File: src/rtl/lfsr_pkg.sv
// Shared definitions for the PRBS-8 stream checker: state encodings, tap mask,
// fill/lock/loss thresholds and the LFSR feedback helper.
package lfsr_pkg;

   typedef enum logic [1:0] {
      ST_HUNT   = 2'd0,
      ST_VERIFY = 2'd1,
      ST_LOCKED = 2'd2
   } state_e;

   // Taps 0,2,3,4 of the right-shifting register (newest bit enters at [7]).
   localparam logic [7:0] TAP_MASK = 8'b0001_1101;

   localparam int FILL_LEN    = 8;
   localparam int LOCK_THRESH = 16;
   localparam int LOSS_THRESH = 4;

   localparam int FILL_W  = $clog2(FILL_LEN) + 1;
   localparam int MATCH_W = $clog2(LOCK_THRESH) + 1;
   localparam int MISS_W  = $clog2(LOSS_THRESH) + 1;

   localparam logic [7:0] SEG_BLANK = 8'hFF;

   function automatic logic lfsr_fb(input logic [7:0] r);
      return ^(r & TAP_MASK);
   endfunction

endpackage

File: src/rtl/seg_hex.sv
// Hex nibble to active-low seven-segment pattern {dp,g,f,e,d,c,b,a}; dp kept off.
module seg_hex
   import lfsr_pkg::*;
(
   input  logic [3:0] hex_i,
   output logic [7:0] seg_o
);

   always_comb begin
      seg_o = SEG_BLANK;
      case (hex_i)
         4'h0:    seg_o = 8'hC0;
         4'h1:    seg_o = 8'hF9;
         4'h2:    seg_o = 8'hA4;
         4'h3:    seg_o = 8'hB0;
         4'h4:    seg_o = 8'h99;
         4'h5:    seg_o = 8'h92;
         4'h6:    seg_o = 8'h82;
         4'h7:    seg_o = 8'hF8;
         4'h8:    seg_o = 8'h80;
         4'h9:    seg_o = 8'h90;
         4'hA:    seg_o = 8'h88;
         4'hB:    seg_o = 8'h83;
         4'hC:    seg_o = 8'hC6;
         4'hD:    seg_o = 8'hA1;
         4'hE:    seg_o = 8'h86;
         4'hF:    seg_o = 8'h8E;
         default: seg_o = SEG_BLANK;
      endcase
   end

endmodule

File: config.mk
export PLATFORM = sky130hd
export DESIGN_NAME = seg_hex
export DESIGN_NICKNAME = d
export VERILOG_FILES = /design/src/rtl/lfsr_pkg.sv /design/src/rtl/seg_hex.sv
export SDC_FILE = /design/constraint.sdc
export NUM_CORES = 1
export LEC_CHECK = 0
export ABC_AREA = 1
export ABC_CLOCK_PERIOD_IN_PS = 800
export BUFFER_PORTS_ARGS = -buffer_cell sky130_fd_sc_hd__clkbuf_2
export CAP_MARGIN = 20
export CORE_AREA = 8 8 45 47
export DETAILED_ROUTE_END_ITERATION = 10
export DIE_AREA = 0 0 53 55
export SLEW_MARGIN = 10
export SYNTH_ARGS = -nofsm -noshare
export SYNTH_HDL_FRONTEND = slang
export SYNTH_SLANG_ARGS = --single-unit
File: constraint.sdc
create_clock -name vclk -period 0.8
set_input_delay 0.08 -clock vclk [all_inputs]
set_output_delay 0.08 -clock vclk [all_outputs]
set_load 0.02 [all_outputs]
Word level (Yosys, flattened, before mapping). Memory sizes are Yosys's and may differ from the RTL's. Index checks and enable logic that the tools add are counted.

Word-level logic and storage cells: 1. Output and inout bits: 8. Input port bits: 4. ROM bits: 112. Memories kept: 1. Bits in registers: 0.

Memory list: (name not given) (depth 16, width 7, read ports 1, clocked after Yosys merged registers in 0, write ports 0, line seg_hex.sv:11) `case (hex_i)`.

Longest topological paths before layout. Gate-level depths: netlist of the first run. An unclocked memory read counts as a cell.

Word-level depth: 1. Depth in mapped cells: 6. Gate-level depth less buffers: 6.

Worst setup path before layout of the first run. No wires, ideal clock.

Path kind: in2out. Start: input hex_i[0]. End: output seg_o[2]. Buffers on the path: 0. Required time: 0.720 ns. Setup slack: -0.161 ns. Cell stages on the path: 4. Arrival time: 0.881 ns. Cell sequence: inv_1 > ha_1 > nand2_1 > o21ai_0.

Longest elaborated chain between the ends: 1.

Ends and longest elaborated chain: start: declaration (line seg_hex.sv:5) `input logic [3:0] hex_i,`; memory read (16 x 7 bit); end: declaration (line seg_hex.sv:6) `output logic [7:0] seg_o`.

Every way passes these cells.

Worst setup path in the final report of the first run.
Start: input hex_i[1]. End: output seg_o[3].

The elaborated chain is that of the path after synthesis.

==> impl_metrics.csv, run 1 <==
group,metric,value,unit
place,dpl_cell_area,391.6,sq um
final_layout,layout_common_cells,"nand2_1, nand3_1, buf_4, nand2_2",
drt,wl_met3,83,um
drt,routed_via_density,4.301,
floorplan,row_count,14,
final_layout,final_nets,80,
synthesis,ys_top_cells_by_area,"ha_1, nand2_1, nand3_1",
global_route,grt_pass1_wl,1.442,mm
clock_network,cts_hold_buf,0,
place,gp_congestion,0.7704,
synthesis,post_synth_num_cell_types,12,
drt,top_layer_used,"met3",
synthesis,syn_area,285.3,sq um
pwr,p_per_area,594.5,nW/um^2
final_layout,fill_cells,132,
final_layout,diodes,0,
critical_path,crit_arrival,0.85,ns
place,dp_hpwl,622.1,um
outcome,status,"finished, violations left",
final_layout,area_growth_syn_to_layout,124.1,%
sta,setup_viol,7,
synthesis,synthCells,51,
outcome,violations,"negative setup slack",
drt,drt_iter0_drc,1,
global_route,grt_max_degree,10,
floorplan,dieHeight,55,um
drt,wl_met1,329,um
place,dp_slack,-0.2787,ns
floorplan,die_w,53,um
global_route,grt_use_total,5.940,%
final_layout,seq_cell_count,0,
final_layout,design_area,639.4,sq um
final_layout,regArea,0,sq um
drt,drt_pass1_iterations,4,
synthesis,synth_seq_area_share,0,%
worst_hold_path,min_to,"seg_o[2]",
pwr,peakVddDrop,0.0002464,V
drt,ant_nets,0,
sta,finalCritPeriodShare,116.3,%
floorplan,die_area,2915,sq um
global_route,grt_pass1_vias,353,
pwr,leakage,0.0003111,uW
synthesis,syn-num-nets,62,
sta,hold_viol,0,
worst_hold_path,hold_depth,3,
sta,layout_setup_ws,-0.1303,ns
sta,drv_slew,0,
drt,avgRoutedWirePerCell,11.63,um
floorplan,core-area,1384,sq um
drt,drc,0,
synthesis,yosys.area.top_type_share,30.70,%
run,cap_violations,0,
critical_path,critical_path_required,0.72,ns
worst_hold_path,hold_start,"hex_i[3]",
floorplan,ios,12,
sta,holdWs,0.6049,ns
synthesis,avgSynthCellArea,5.594,sq um
synthesis,yosys_warnings,0,
final_layout,final_util,46.20,%
drt,vias,357,
sta,fin_tns_setup,-0.7298,ns
place,io_buffers,11,
final_layout,mostFrequentLayoutCell,"nand2_1",
drt,route.met2.wl,552,um
final_layout,n_clock_buffer,0,
critical_path,critPathLaunchType,"input port",
sta,finalWorstPathRequiredPeriod,0.9303,ns
final_layout,drive_gt1_share,65.67,%
critical_path,worst-setup-path-type,"in -> out",
sta,grt_setup_unrepaired,"true",
worst_hold_path,min-delay-path-class,"in -> out",
sta,max_freq,1.075,GHz
floorplan,start_util,20.61,%
global_route,grt_overflow,0,
synthesis,synth.largest_area_cell,"ha_1",
global_route,grt_antenna_before_repair,0,
critical_path,crit_fanout,3,
critical_path,crit_path_end_kind,"primary output",
drt,finalWirelength,965,um
==> repair_timing <==
item	4_1_cts	5_1_grt
cloned	0	0
resized for setup	41	20
endpoints found under the setup margin	7	7
buffers inserted	1	0
pin swaps	10	6
==> kinds of logic (layout without fill, tap and decap cells) <==
family,Yosys count,in the layout,synth area share (%)
buffers and inverters,10,26,17.54
AOI/OAI and AO/OA,3,3,6.576
adders and majority gates,7,7,30.70
other,1,1,1.315
and+or+nand+nor,30,30,43.86
==> power by group <==
| group | internal [uW] | switching [uW] |
|---|---|---|
| Clock | 0 | 0 |
| Combinational | 189 | 191 |
| Sequential | 0 | 0 |
==> cell usage after synthesis, drive strengths merged <==
library cell / number
conb: 1
nand2: 20
nand3: 10
inv: 7
o21ai: 3
buf: 3
ha: 7
==> routing by layer <==
layer | vias up | GRT usage [%]
met2 | 7 | 10.94
met1 | 160 | 6.787
met3 | 0 | 2.139
li1 | 190 | -
met4 | 0 | 0
met5 | - | 0
==> through the flow <==
step                      power (uW)  instances
final                          380.1         83
after global routing           408.3         83
after CTS                      335.9         83
after detailed placement       223.9         82
after global placement         223.6         82
after floorplan                145.5         51
==> area by class of cell <==
class	instances	area (sq um)	area share (%)
Inverter	7	43.79	6.849
Timing Repair Buffer	19	231.5	36.20
Tap cell	16	20.02	3.131
Multi-Input combinational cell	41	344.1	53.82
==> critical path, stage by stage <==
cell       delay (ns)
clkbuf_16        0.14
buf_8            0.12
ha_4             0.14
nand2_2          0.07
nand2_1          0.05
nand2_1          0.06
nand2_2          0.06
buf_8            0.12
==> how the worst max path moves through the flow <==
| stage | startpoint | end | slack (ns) |
|---|---|---|---|
| after global routing | hex_i[1] | seg_o[3] | -0.18 |
| after CTS | hex_i[0] | seg_o[0] | -0.14 |
| after global placement | hex_i[0] | seg_o[3] | -0.27 |
| final | hex_i[1] | seg_o[3] | -0.13 |
| after floorplan | hex_i[0] | seg_o[2] | -0.009 |
| after detailed placement | hex_i[0] | seg_o[3] | -0.28 |
(Power assumes the default switching activity.)
==> inputs of run 2 (changes only) <==
--- a/config.mk
+++ b/config.mk
@@ -12,6 +12,7 @@
 export CORE_AREA = 8 8 45 47
 export DETAILED_ROUTE_END_ITERATION = 10
 export DIE_AREA = 0 0 53 55
+export REMOVE_ABC_BUFFERS = 1
 export SLEW_MARGIN = 10
 export SYNTH_ARGS = -nofsm -noshare
 export SYNTH_HDL_FRONTEND = slang
==> run 2 against run 1 <==
  * Largest cell class unchanged
  * The run still ends with negative setup slack left
  * Wire length decreased by 2.5%
  * Highest routed layer unchanged
  * Die area is the same
  * Hold slack gained 0.0062 ns
  * Via count up 3.1%
  * Combinational power decreased by 3%
  * First-iteration DRC count grew to 3.0 times the previous value
  * Worst setup slack worse by 0.0057 ns
  * Critical path depth fell by 1
==> impl_metrics.csv, run 2 (synthesis results as in run 1) <==
group,metric,value,unit
critical_path,critical_path_required,0.72,ns
critical_path,path_cells,"clkbuf_16 -> buf_8 -> ha_2 -> nand2_1 -> nand3_1 -> nand2_1 -> clkbuf_8",
critical_path,slowest_stage,"ha_2",
sta,max_freq,1.068,GHz
critical_path,crit_arrival,0.86,ns
floorplan,core-area,1384,sq um
final_layout,seq_cell_count,0,
drt,finalWirelength,941,um
sta,setup_viol,7,
global_route,grt_max_degree,10,
outcome,violations,"negative setup slack",
final_layout,drive_gt1_share,61.19,%
critical_path,crit_fanout,3,
run,cap_violations,0,
final_layout,design_area,629.4,sq um
drt,drt_pass1_iterations,2,
drt,drt_iter0_drc,3,
outcome,status,"finished, violations left",
drt,drc,0,
place,dpl_cell_area,389.1,sq um
floorplan,die_w,53,um
global_route,grt_overflow,0,
place,gp_congestion,0.7825,
sta,finalWorstPathRequiredPeriod,0.9359,ns
final_layout,n_clock_buffer,0,
final_layout,mostFrequentLayoutCell,"nand2_1",
drt,ant_nets,0,
sta,grt_setup_unrepaired,"true",
critical_path,crit_path_end_kind,"primary output",
global_route,grt_pass1_vias,370,
pwr,peakVddDrop,0.0002716,V
floorplan,row_count,14,
global_route,grt_antenna_before_repair,0,
critical_path,crit_buf_inv,3,
floorplan,ios,12,
drt,vias,368,
global_route,grt_use_total,6.649,%
sta,finalCritPeriodShare,117.0,%
sta,holdWs,0.6111,ns
critical_path,critPathMaxStageDelay,0.15,ns
sta,fin_tns_setup,-0.7517,ns
final_layout,layout_common_cells,"nand2_1, nand3_1, buf_4, ha_4",
place,dp_slack,-0.2782,ns
sta,drv_slew,0,
sta,layout_setup_ws,-0.1359,ns
drt,routed_via_density,4.434,
global_route,grt_pass1_wl,1.566,mm
critical_path,timing.critical_path.mode_cell,"nand2_1",
critical_path,path_delay_family,"buffers and inverters",
drt,avgRoutedWirePerCell,11.34,um
floorplan,start_util,20.61,%
floorplan,dieHeight,55,um
place,io_buffers,11,
final_layout,area_growth_syn_to_layout,120.6,%
final_layout,regArea,0,sq um
critical_path,worst-setup-path-type,"in -> out",
place,dp_hpwl,645.6,um
final_layout,diodes,0,
pwr,leakage,0.0003026,uW
sta,hold_viol,0,
final_layout,final_nets,80,
critical_path,critPathLaunchType,"input port",
final_layout,fill_cells,146,
floorplan,die_area,2915,sq um
worst_hold_path,min-delay-path-class,"in -> out",
pwr,p_per_area,586.9,nW/um^2
==> run 2: path summary, 6_finish.rpt <==
| kind | start | endpoint | slack, ns | depth (start not counted) |
|---|---|---|---|---|
| max | hex_i[1] | seg_o[4] | -0.14 | 7 |
| min | hex_i[2] | seg_o[5] | 0.61 | 4 |
==> run 2: per-stage QoR <==
step           cells  utilization, %  power [uW]
6_report          83           45.48       369.3
5_1_grt           83           45.48       400.0
4_1_cts           83           40.42       325.3
3_5_place_dp      82           28.12       224.2
3_3_place_gp      82           28.12       222.5
2_1_floorplan     48               -       122.8
==> run 2: final cells by class <==
type                       instances  area, sq um  share of cell area (%)
multi-input combinational         41        340.3                   54.08
timing repair buffer              19        227.7                   36.18
tap                               16        20.02                   3.181
inverter                           7        41.29                   6.561
==> run 2: report_power, final <==
part           internal [uW]  switching [uW]  leakage [uW]
Clock                      0               0             0
Sequential                 0               0             0
Combinational            183             186      0.000303
==> run 2: per-layer routing <==
| metal | vias to the layer above | track usage (%) | share of wire (%) |
|---|---|---|---|
| met5 | - | 0 | 0 |
| met4 | 0 | 0 | 0 |
| met3 | 0 | 2.406 | 11 |
| met2 | 12 | 12.70 | 53 |
| met1 | 166 | 7.240 | 36 |
| li1 | 190 | - | - |
==> run 2: timing repair <==
item	4_1_cts	5_1_grt
pin swaps	10	6
buffers inserted	1	0
setup endpoints to repair	7	7
resized for setup	37	18
hold buffers	0	0
==> run 2: tightest hold or removal path, delay by kind of cell <==
kind,cells,cell delay [ns]
AND/OR/NAND/NOR,2,0.16
buffers and inverters,2,0.29
==> inputs of run 3 (changes only) <==
--- a/config.mk
+++ b/config.mk
@@ -12,6 +12,7 @@
 export CORE_AREA = 8 8 45 47
 export DETAILED_ROUTE_END_ITERATION = 10
 export DIE_AREA = 0 0 53 55
+export PLACE_DENSITY = 0.48
 export REMOVE_ABC_BUFFERS = 1
 export SLEW_MARGIN = 10
 export SYNTH_ARGS = -nofsm -noshare
==> run 3 against run 2 <==
  * The run still ends with negative setup slack left
  * Hold slack worse by 0.015 ns
  * Global-route usage decreased by 0.054 points
  * Non-clock buffer count fell by 1
  * Largest power group unchanged
  * Combinational power about the same
  * Design area rose by 0.20%
  * Die area is the same
==> impl_metrics.csv, run 3 (synthesis results as in run 1) <==
group,metric,value,unit
sta,max_freq,1.064,GHz
critical_path,critPathLaunchType,"input port",
final_layout,drive_gt1_share,63.64,%
global_route,grt_pass1_wl,1.566,mm
global_route,grt_pass1_vias,358,
final_layout,regArea,0,sq um
floorplan,dieHeight,55,um
final_layout,mostFrequentLayoutCell,"nand2_1",
outcome,violations,"negative setup slack",
drt,avgRoutedWirePerCell,11.56,um
drt,drc,0,
critical_path,crit_fanout,4,
sta,drv_slew,0,
worst_hold_path,min-delay-path-class,"in -> out",
drt,routed_via_density,4.512,
global_route,grt_overflow,0,
final_layout,design_area,630.6,sq um
pwr,p_per_area,587.1,nW/um^2
critical_path,crit_arrival,0.86,ns
final_layout,n_clock_buffer,0,
drt,drt_pass1_iterations,4,
place,dpl.cell_count,82,
place,gp_congestion,0.7423,
sta,hold_viol,0,
place,io_buffers,11,
floorplan,row_count,14,
critical_path,critPathMaxStageDelay,0.16,ns
sta,grt_setup_unrepaired,"true",
floorplan,ios,12,
final_layout,area_growth_syn_to_layout,121.1,%
sta,setup_viol,7,
critical_path,path_delay_family,"buffers and inverters",
drt,ant_nets,0,
sta,finalCritPeriodShare,117.5,%
pwr,peakVddDrop,0.0002871,V
pwr,leakage,0.0003084,uW
critical_path,slowest_stage,"ha_4",
floorplan,core-area,1384,sq um
run,cap_violations,0,
critical_path,timing.critical_path.mode_cell,"nand2_1",
outcome,status,"finished, violations left",
drt,finalWirelength,948,um
critical_path,path_cells,"clkbuf_16 -> buf_8 -> ha_4 -> nand2_4 -> nand2_2 -> nand2_1 -> nand2_1 -> clkbuf_8",
critical_path,critical_path_required,0.72,ns
global_route,grt_max_degree,10,
place,dpl_cell_area,389.1,sq um
floorplan,die_area,2915,sq um
sta,holdWs,0.5956,ns
floorplan,die_w,53,um
critical_path,worst-setup-path-type,"in -> out",
global_route,grt_use_total,6.594,%
critical_path,crit_buf_inv,3,
global_route,grt_antenna_before_repair,0,
floorplan,start_util,20.61,%
final_layout,fill_cells,142,
drt,vias,370,
final_layout,diodes,0,
final_layout,final_nets,79,
final_layout,stdcell_count,82,
place,dp_hpwl,633.5,um
sta,finalWorstPathRequiredPeriod,0.9398,ns
drt,drt_iter0_drc,1,
sta,layout_setup_ws,-0.1398,ns
final_layout,layout_common_cells,"nand2_1, nand3_1, ha_4, buf_4",
critical_path,crit_path_end_kind,"primary output",
final_layout,seq_cell_count,0,
[run 3: final timing paths]
kind	from	to	slack, ns	depth (start not counted)
hold / removal	hex_i[2]	seg_o[5]	0.60	4
setup / recovery	hex_i[1]	seg_o[3]	-0.14	8
[run 3: what timing repair did]
| action | 4_1_cts | 5_1_grt |
|---|---|---|
| endpoints found under the hold margin | 0 | 0 |
| setup endpoints to repair | 7 | 7 |
| hold buffers | 0 | 0 |
| gates resized for setup | 36 | 25 |
| pin swaps | 7 | 3 |
| buffers inserted | 0 | 0 |
[run 3: tightest hold or removal path: stages]
cell	delay, ns
clkbuf_2	0.14
nand3_1	0.10
nand2_1	0.06
buf_6	0.13
[run 3: cell type report]
| cell class | instances | area, sq um | area share (%) |
|---|---|---|---|
| tap | 16 | 20.02 | 3.175 |
| multi-input combinational | 41 | 352.8 | 55.95 |
| inverter | 7 | 43.79 | 6.944 |
| timing repair buffer | 18 | 214.0 | 33.93 |
[run 3: stage by stage]
stage,setup slack (ns),utilization [%],power [uW],setup TNS (ns)
after floorplan,-0.1609,-,122.8,-0.1750
after global placement,-0.2709,28.12,223.8,-1.503
after detailed placement,-0.2774,28.12,221.9,-1.507
after CTS,-0.1379,40.05,315.2,-0.7736
after global routing,-0.1683,45.57,397.0,-0.9577
final,-0.1398,45.57,370.2,-0.6903
[run 3: power by group]
part | total [uW] | internal (uW) | switching, uW
registers | 0 | 0 | 0
logic | 370 | 180 | 190
clock network | 0 | 0 | 0
[run 3: layer usage]
metal  part of all wire (%)  wire (um)  GRT usage [%]
met5                      0          0              0
met1                     41        389          8.597
met4                      0          0              0
met2                     53        503          11.72
met3                    5.9         56          1.070
